## config.mk

```make
export PLATFORM = sky130hd
export DESIGN_NAME = obs_wave_ctrl
export DESIGN_NICKNAME = d
export VERILOG_FILES = /design/src/rtl/obs_pkg.sv /design/src/rtl/obs_lfsr16.sv /design/src/rtl/obs_wave_ctrl.sv
export SDC_FILE = /design/constraint.sdc
export NUM_CORES = 1
export LEC_CHECK = 0
export ABC_AREA = 1
export CORE_ASPECT_RATIO = 0.8
export CORE_UTILIZATION = 48
export DETAILED_ROUTE_END_ITERATION = 10
export PLACE_DENSITY = 0.78
export SLEW_MARGIN = 30
export SYNTH_ARGS = -nofsm -noshare
export SYNTH_HDL_FRONTEND = slang
export SYNTH_SLANG_ARGS = --single-unit
export TNS_END_PERCENT = 1
```

## constraint.sdc

```tcl
create_clock -name clk -period 2.93 [get_ports clk]
set_input_delay 0.4395 -clock clk [delete_from_list [all_inputs] [get_ports clk]]
set_output_delay 0.4395 -clock clk [all_outputs]
set_load 0.1 [all_outputs]
```

## src/rtl/obs_pkg.sv

```systemverilog
// Shared constants and state encoding for the obstacle wave controller.
// Optional feature macro used by the controller: OBS_SPEEDUP_EN.
package obs_pkg;

   typedef enum logic [1:0] {
      IDLE      = 2'd0,
      PLAY      = 2'd1,
      PAUSE     = 2'd2,
      GAME_OVER = 2'd3
   } obs_state_t;

   localparam int MAX_X = 640;
   localparam int MAX_Y = 480;
   localparam int X_OFFSET = 32;
   localparam logic [15:0] LFSR_SEED = 16'hACE1;

   // Spawn column: nine random bits shifted right by the offset, giving 32..543.
   function automatic logic [10:0] spawn_x(input logic [15:0] rnd);
      return {2'b00, rnd[8:0]} + 11'(X_OFFSET);
   endfunction

endpackage

```

## src/rtl/obs_lfsr16.sv

```systemverilog
// Free-running 16-bit Fibonacci LFSR (taps 16,14,13,11) used for spawn columns.
module obs_lfsr16
   import obs_pkg::*;
(
   input  logic        clk,
   input  logic        reset,
   output logic [15:0] value
);

   always_ff @(posedge clk) begin
      if (reset) begin
         value <= LFSR_SEED;
      end else begin
         value <= {value[14:0], value[15] ^ value[13] ^ value[12] ^ value[10]};
      end
   end

endmodule

```

## src/rtl/obs_wave_ctrl.sv

```systemverilog
// Obstacle wave controller: game FSM, obstacle slot spawning/motion, hits and score.
// Define OBS_SPEEDUP_EN to make fall speed grow with the score (1..4 px/frame).
module obs_wave_ctrl
   import obs_pkg::*;
#(
   parameter int NSLOT        = 4,
   parameter int SPAWN_FRAMES = 60,
   parameter int OBS_H        = 16
)
(
   input  logic                  clk,
   input  logic                  reset,
   input  logic                  start,
   input  logic                  pause,
   input  logic                  frame_tick,
   input  logic [NSLOT-1:0]      hit,
   output logic [NSLOT-1:0]      slot_active,
   output logic [11*NSLOT-1:0]   slot_x,
   output logic [11*NSLOT-1:0]   slot_y,
   output logic [15:0]           score,
   output logic                  game_over,
   output logic [1:0]            state
);

   localparam int CW = $clog2(SPAWN_FRAMES + 1);
   localparam logic [CW-1:0] SPAWN_LAST = CW'(SPAWN_FRAMES - 1);

   obs_state_t        state_q;
   logic [CW-1:0]     spawn_cnt;
   logic [15:0]       lfsr;
   logic [NSLOT-1:0]  hit_ok;
   logic [NSLOT-1:0]  survivors;
   logic [NSLOT-1:0]  free_onehot;
   logic [NSLOT-1:0]  spawn_mask;
   logic              spawn_due;
   logic              bottom;
   logic [16:0]       score_sum;
   logic [15:0]       score_next;
   logic [10:0]       speed;

   assign state = state_q;

   obs_lfsr16 u_lfsr (
      .clk   (clk),
      .reset (reset),
      .value (lfsr)
   );

   // A hit slot is removed before bottom detection, so a same-cycle hit wins.
   // The free slot is taken from the current occupancy, so a slot freed this
   // cycle cannot be refilled until the next one.
   always_comb begin
      hit_ok      = hit & slot_active;
      survivors   = slot_active & ~hit_ok;
      free_onehot = ~slot_active & (slot_active + NSLOT'(1));
      spawn_due   = frame_tick && (spawn_cnt == SPAWN_LAST);
      spawn_mask  = spawn_due ? free_onehot : '0;
      bottom      = 1'b0;
      score_sum   = {1'b0, score};
      for (int i = 0; i < NSLOT; i++) begin
         if (survivors[i] && (({1'b0, slot_y[11*i +: 11]} + 12'(OBS_H)) >= 12'(MAX_Y))) begin
            bottom = 1'b1;
         end
         score_sum = score_sum + 17'(hit_ok[i]);
      end
      score_next = score_sum[16] ? 16'hFFFF : score_sum[15:0];
   end

`ifdef OBS_SPEEDUP_EN
   // One extra pixel per frame for every eight kills, capped at four.
   always_comb begin
      if (score >= 16'd24) begin
         speed = 11'd4;
      end else begin
         speed = 11'd1 + 11'(score[4:3]);
      end
   end
`else
   assign speed = 11'd1;
`endif

   always_ff @(posedge clk) begin
      if (reset) begin
         state_q     <= IDLE;
         slot_active <= '0;
         slot_x      <= '0;
         slot_y      <= '0;
         score       <= '0;
         game_over   <= 1'b0;
         spawn_cnt   <= '0;
      end else begin
         case (state_q)
            IDLE, GAME_OVER: begin
               if (start) begin
                  state_q     <= PLAY;
                  slot_active <= '0;
                  slot_x      <= '0;
                  slot_y      <= '0;
                  score       <= '0;
                  game_over   <= 1'b0;
                  spawn_cnt   <= '0;
               end
            end
            PAUSE: begin
               if (pause) begin
                  state_q <= PLAY;
               end
            end
            PLAY: begin
               score <= score_next;
               if (bottom) begin
                  state_q     <= GAME_OVER;
                  game_over   <= 1'b1;
                  slot_active <= '0;
               end else begin
                  slot_active <= survivors | spawn_mask;
                  if (frame_tick) begin
                     for (int i = 0; i < NSLOT; i++) begin
                        if (spawn_mask[i]) begin
                           slot_x[11*i +: 11] <= spawn_x(lfsr);
                           slot_y[11*i +: 11] <= '0;
                        end else if (survivors[i]) begin
                           slot_y[11*i +: 11] <= slot_y[11*i +: 11] + speed;
                        end
                     end
                     // With every slot busy the counter parks at its last value.
                     if (!spawn_due) begin
                        spawn_cnt <= spawn_cnt + CW'(1);
                     end else if (|free_onehot) begin
                        spawn_cnt <= '0;
                     end
                  end
                  if (pause) begin
                     state_q <= PAUSE;
                  end
               end
            end
            default: state_q <= IDLE;
         endcase
      end
   end

endmodule

```

; After elaboration in Yosys (flattened, before gate mapping)
; Index checks and enable logic that the tools add are counted.
[classes]
n_eq_ne = 19
n_reduce_logical = 21
mux = 44
n_addsub = 15
bitwise = 9
magnitude_cmp = 4
[op_table]
columns = op, count
row1 = two-way mux 44 bit, 5
row2 = case mux 44 bit (2 select lines), 2
row3 = two-way mux 11 bit, 12
row4 = adder 17 x 1 -> 17 bit, 3
row5 = "adder 11 x 5 -> 12 bit, second input constant", 4
row6 = ">= comparator 12 x 9 -> 1 bit, second input constant", 4
row7 = AND reduction 5 bit, 9
row8 = "adder 11 x 1 -> 11 bit, second input constant", 4
row9 = two-way mux 16 bit, 2
row10 = case mux 16 bit (2 select lines), 1
row11 = two-way mux 6 bit, 5
row12 = "inequality test 2 bit, second input constant", 9
row13 = "inequality test 3 bit, second input constant", 6
row14 = adder 16 x 1 -> 17 bit, 1
row15 = AND 4 bit, 3
row16 = two-way mux 4 bit, 3
row17 = case mux 6 bit (2 select lines), 1
row18 = "adder 9 x 6 -> 10 bit, second input constant", 1
row19 = two-way mux 2 bit, 4
row20 = inverter 4 bit, 2
row21 = case mux 4 bit (2 select lines), 1
row22 = "adder 6 x 1 -> 6 bit, second input constant", 1
row23 = "== test 6 bit, second input constant", 1
row24 = two-way mux 1 bit, 6
row25 = other kinds (14), 22
[word_totals]
register_bits = 133
wordCells = 126

; Logic depth before layout (Yosys ltp)
[logic_depth]
ltp_word = 10
ltp_mapped = 19
depth_no_buf = 19

; Cells and area by module
; A second synthesis with hierarchy kept.
[hier_totals]
cells_unflattened = 1072
hier_area_um2 = 7164.4
[modules_own_cells]
columns = mod, n_inst, area_each_um2, cells_per_inst
row1 = obs_wave_ctrl, 1, 6661.4, 1013
row2 = obs_lfsr16, 1, 503.0, 59

; Least setup slack after synthesis
; No wires, ideal clock.
[synth_timing]
path_kind = flip-flop to flip-flop
from = reg slot_active[0]
to = reg score[13]
path_stages_with_launch = 20
slack_ps = -443
t_arrival_ps = 3302
setup_ps = 70
cell_sequence = dfxtp_1 nand2_1 inv_1 fa_1 inv_1 fa_1 inv_1 fa_1 nand2_1 nor3_1 nand2_1 inv_1 nand3_1 inv_1 nand3_1 inv_1 a21oi_1 o21ai_0 nand2_1 a21oi_1
[synth_via]
elab_chain_len = 7
[synth_rtl]
columns = item, line_no
row1 = "start, declared", obs_wave_ctrl.sv:17  ; output logic [NSLOT-1:0] slot_active,
row2 = "start signal, assigned", obs_wave_ctrl.sv:116  ; slot_active <= survivors | spawn_mask;
row3 = AND 4 bit, obs_wave_ctrl.sv:53  ; hit_ok = hit & slot_active;
row4 = adder 16 x 1 -> 17 bit, obs_wave_ctrl.sv:64  ; score_sum = score_sum + 17'(hit_ok[i]);
row5 = adder 17 x 1 -> 17 bit (3 in series), obs_wave_ctrl.sv:64
row6 = two-way mux 16 bit, obs_wave_ctrl.sv:66  ; score_next = score_sum[16] ? 16'hFFFF : score_sum[15:0];
row7 = case mux 16 bit (2 select lines), obs_wave_ctrl.sv:92  ; case (state_q)
row8 = "end signal, assigned", obs_wave_ctrl.sv:110  ; score <= score_next;
row9 = "end, declared", obs_wave_ctrl.sv:20  ; output logic [15:0] score,
; No other way between the ends.
; A chain may end at the register's enable or synchronous reset.

; Worst setup path after layout
[layout_timing]
from = reg slot_active[2]
to = reg score[12]
[layout_via]
elab_chain_len = 5
[layout_rtl]
columns = item, line_no
row1 = AND 4 bit, obs_wave_ctrl.sv:53
row2 = adder 17 x 1 -> 17 bit (2 in series), obs_wave_ctrl.sv:64
row3 = two-way mux 16 bit, obs_wave_ctrl.sv:66
row4 = case mux 16 bit (2 select lines), obs_wave_ctrl.sv:92
; No other way between the ends.

==> metrics.md <==
| Metric | Value |
|---|---|
| Commonest cells in the netlist | `nand2_1 (260), nor2_1 (138), dfxtp_1 (129), inv_1 (94), a21oi_1 (88)` |
| Critical Path RT | `approximately 3.2 ns` |
| Fin. max-slew vios | `0` |
| Yosys reg bits | `around 130` |
| Vias in the first global route | `5,984` |
| Routed wire per std cell | `~14 µm` |
| Synth Flop Type | `dfxtp_1` |
| First-pass GRT wire length | `29,400 µm` |
| DRC | `0` |
| CTS Root Cell | `clkbuf_16` |
| Synth area leaders | `dfxtp_1 (37%), nand2_1 (14%), nor2_1 (7.4%)` |
| Crit Path Class | `flip-flop to flip-flop` |
| CP Capture Type | `flip-flop` |
| Mean Syn Cell Area | `6.78 µm²` |
| Die W | `between 100 and 150 µm` |
| Final setup TNS | `0 ns` |
| Total track usage | `25.0%` |
| R2R cell count | `17` |
| Initial DRC Count | `508` |
| FILL cells | `1,318` |
| Hold EP | `u_lfsr.value[15]` |
| Hold Fails Final Rpt | `0` |
| Final period utilization | `98.5%` |
| Placed Area | `8120 µm²` |
| Hold WC Path Type | `flip-flop to flip-flop` |
| Setup Slack @ Placement | `-0.490 ns` |
| Area delta synth->final | `27.3%` |
| Async S/R FF share, synth | `0%` |
| Max FO, Critical Path | `5` |
| Router iterations before antenna repair | `5` |
| Initial antenna violation count | `0` |
| Ys Warns | `0` |
| Flop2flop setup slack | `0.05 ns` |
| Final setup fails | `0` |
| Setup ws final | `0.0451 ns` |
| Clk sinks | `129` |
| Sequential-to-total area share from yosys stat | `37.0%` |
| RSZ-0062 raised after global routing | `true` |
| Gp weighted congestion | `0.864` |
| Hold depth | `1` |
| Fmax | `347 MHz` |
| CTS tree | `done` |
| Synth area leader | `dfxtp_1` |
| Worst setup SP type | `flip-flop` |
| Slowest cell on the critical path | `fa_1` |
| Max_cap viols | `0` |
| Top cell type's share of synthesized area | `37.0%` |
| WL final | `18,600 µm` |
| Fin crit period | `2.88 ns` |
| Nets | `1,188` |
| Core Region | `14,200 µm²` |
| Count leader, synth | `nand2_1` |
| Vias | `7,099` |
| Critical Path Most Common Cell | `inv_2` |
| Slew margin rel. | `62.9%` |
| Placement Rows | `39` |
| Crit path DAT | `3.19 ns` |
| H-Tree Depth | `4` |
| R2R Path End | `score[12]` |
| Clock Latency Late Sink | `0.43 ns` |
| Layout cells sized above 1 | `20.0%` |
| Congestion Overflow GR | `0` |
| Power Dens Cells | `1120 nW/µm²` |
| Lkg Pwr | `0.00399 µW` |
| Area of the mapped netlist | `~7000 µm²` |
| Slowest stage delay, CP | `about 0.51 ns` |
| Die ar. | `15,000 µm²` |
| Hold-fix buffers, CTS | `0` |
| I/O Buffers | `115` |
| Final hold slack | `0.409 ns` |
| Synth cell types | `37` |
| Dpl hpwl | `12,600 µm` |
| Number of diodes | `0` |
| Final Skew | `0.0125 ns` |
| Die height | `110 µm` |
| Largest net degree at the start of global routing | `70` |
| CTS buffer count | `17` |
| Measured slew at the worst slew-check pin | `between 0.5 and 0.6 ns` |
| Routed Antenna Nets | `0` |
| Post-synth EDFFs | `0` |
| Clk pin slew, worst setup/hold paths | `0.06 ns` |
| Post-Synthesis Cells | `1,030` |
| Peak VDD IR | `0.625 mV` |
| Post-route cell area | `~8900 µm²` |
| Max Buffers Root-to-Sink | `2` |
| Hold path startpoint | `u_lfsr.value[14]` |
| FF-to-FF Start | `slot_active[2]` |
| End-of-flow core utilization | `62.4%` |
| Ports | `120` |
| Via/cell ratio | `approximately 5.3` |
| Outcome | `completed` |
| Initial Util | `49.0%` |
| Crit-path cells | `nand2_2, inv_2, fa_1, inv_2, fa_2, inv_2, fa_2, nand2_2, nor3_2, nand2_1, inv_2, nand3_4, inv_4, buf_4, nand2_1, o31ai_2, a21oi_1` |
==> cells by family after synthesis <==
logic type | synth area share [%]
AND/OR/NAND/NOR | 36.5
buffers and inverters | 8.94
flip-flops | 37.0
AO/OA/AOI/OAI | 9.12
XOR/XNOR | 3.76
adder cells (fa/ha/maj) | 4.62
other | 0.0537
==> layout by cell type (no fill, tap or decap), types with 3 or more instances in the layout <==
| cell | Yosys | layout |
|---|---|---|
| clkinv_2 | 0 | 3 |
| a21oi_1 | 88 | 88 |
| inv_1 | 94 | 88 |
| dfxtp_4 | 0 | 3 |
| clkbuf_16 | 0 | 18 |
| nor3_1 | 13 | 11 |
| o21ai_0 | 22 | 18 |
| nand4_1 | 59 | 59 |
| inv_2 | 4 | 8 |
| nand3_4 | 1 | 3 |
| clkdlybuf4s50_1 | 0 | 5 |
| o21ai_1 | 4 | 7 |
| ha_1 | 21 | 21 |
| nand2_2 | 6 | 9 |
| nor2_1 | 138 | 137 |
| nand3_1 | 79 | 77 |
| nand2_1 | 260 | 257 |
| conb_1 | 1 | 4 |
| or2_2 | 13 | 13 |
| bufinv_16 | 0 | 4 |
| xor2_1 | 26 | 26 |
| dfxtp_1 | 129 | 124 |
| xnor2_1 | 4 | 4 |
| buf_4 | 9 | 142 |
| inv_4 | 1 | 3 |
==> registers in the layout, indices dropped and copies added, names as in the netlist <==
register,count
game_over,1
score,16
slot_active,4
slot_x,40
slot_y,44
spawn_cnt,6
state,2
u_lfsr.value,16
==> cell type report <==
class | instances | area (µm²) | area share [%]
multi-input combinational | 756 | 3860 | 43.4
sequential | 129 | 2600 | 29.2
timing repair buffer | 151 | 1170 | 13.1
clock buffer | 20 | 478 | 5.38
inverter | 100 | 383 | 4.31
tap | 184 | 230 | 2.59
clock inverter | 12 | 176 | 1.99
==> layer usage <==
layer | share of wire (%) | vias to the layer above | global-route usage [%] | wire, µm
met1 | 48 | 3275 | 35.2 | 8940
met4 | 1.3 | 0 | 8.40 | 250
met5 | 0 | - | 0 | 0
met3 | 6.9 | 25 | 6.55 | 1280
li1 | - | 3586 | - | -
met2 | 44 | 213 | 36.7 | 8110
==> power by group <==
group / internal [µW] / switching (µW) / leakage [µW] / total (µW)
registers: 2030 / 301 / 0.00106 / 2330
logic: 1280 / 4000 / 0.00262 / 5290
clock network: 1520 / 823 / 0.000318 / 2340
total: 4830 / 5130 / 0.00399 / 9960
==> timing repair <==
| item | in CTS | in global routing |
|---|---|---|
| pin swaps | 1 | 10 |
| gates resized for setup | 0 | 23 |
| setup buffers | 1 | 5 |
| setup endpoints to repair | 3 | 12 |
==> per-stage QoR <==
stage / total power [µW] / instances
2_1_floorplan: 6470 / 1033
3_3_place_gp: 7520 / 1314
3_5_place_dp: 7590 / 1314
4_1_cts: 9960 / 1347
5_1_grt: 10500 / 1352
6_report: 9960 / 1352
==> critical path, delay by kind of cell (launching register included) <==
family / cells / cell delay [ns]
adders and majority gates: 3 / 1.09
AOI/OAI and AO/OA: 2 / 0.30
and+or+nand+nor: 6 / 0.59
buffers and inverters: 6 / 0.42
DFF: 1 / 0.36
==> worst max path at each step <==
stage / from / end / slack (ns) / cells past startpoint
after floorplan: slot_active[0] / score[14] / -0.03 / 18
after global placement: hit[0] / score[13] / -0.43 / 20
after detailed placement: hit[0] / score[13] / -0.49 / 20
after CTS: hit[0] / score[13] / 0.0004 / 20
after global routing: slot_active[2] / score[14] / -0.14 / 18
final: slot_active[2] / score[12] / 0.05 / 17
Note: power is estimated with default switching activity, not from simulation.
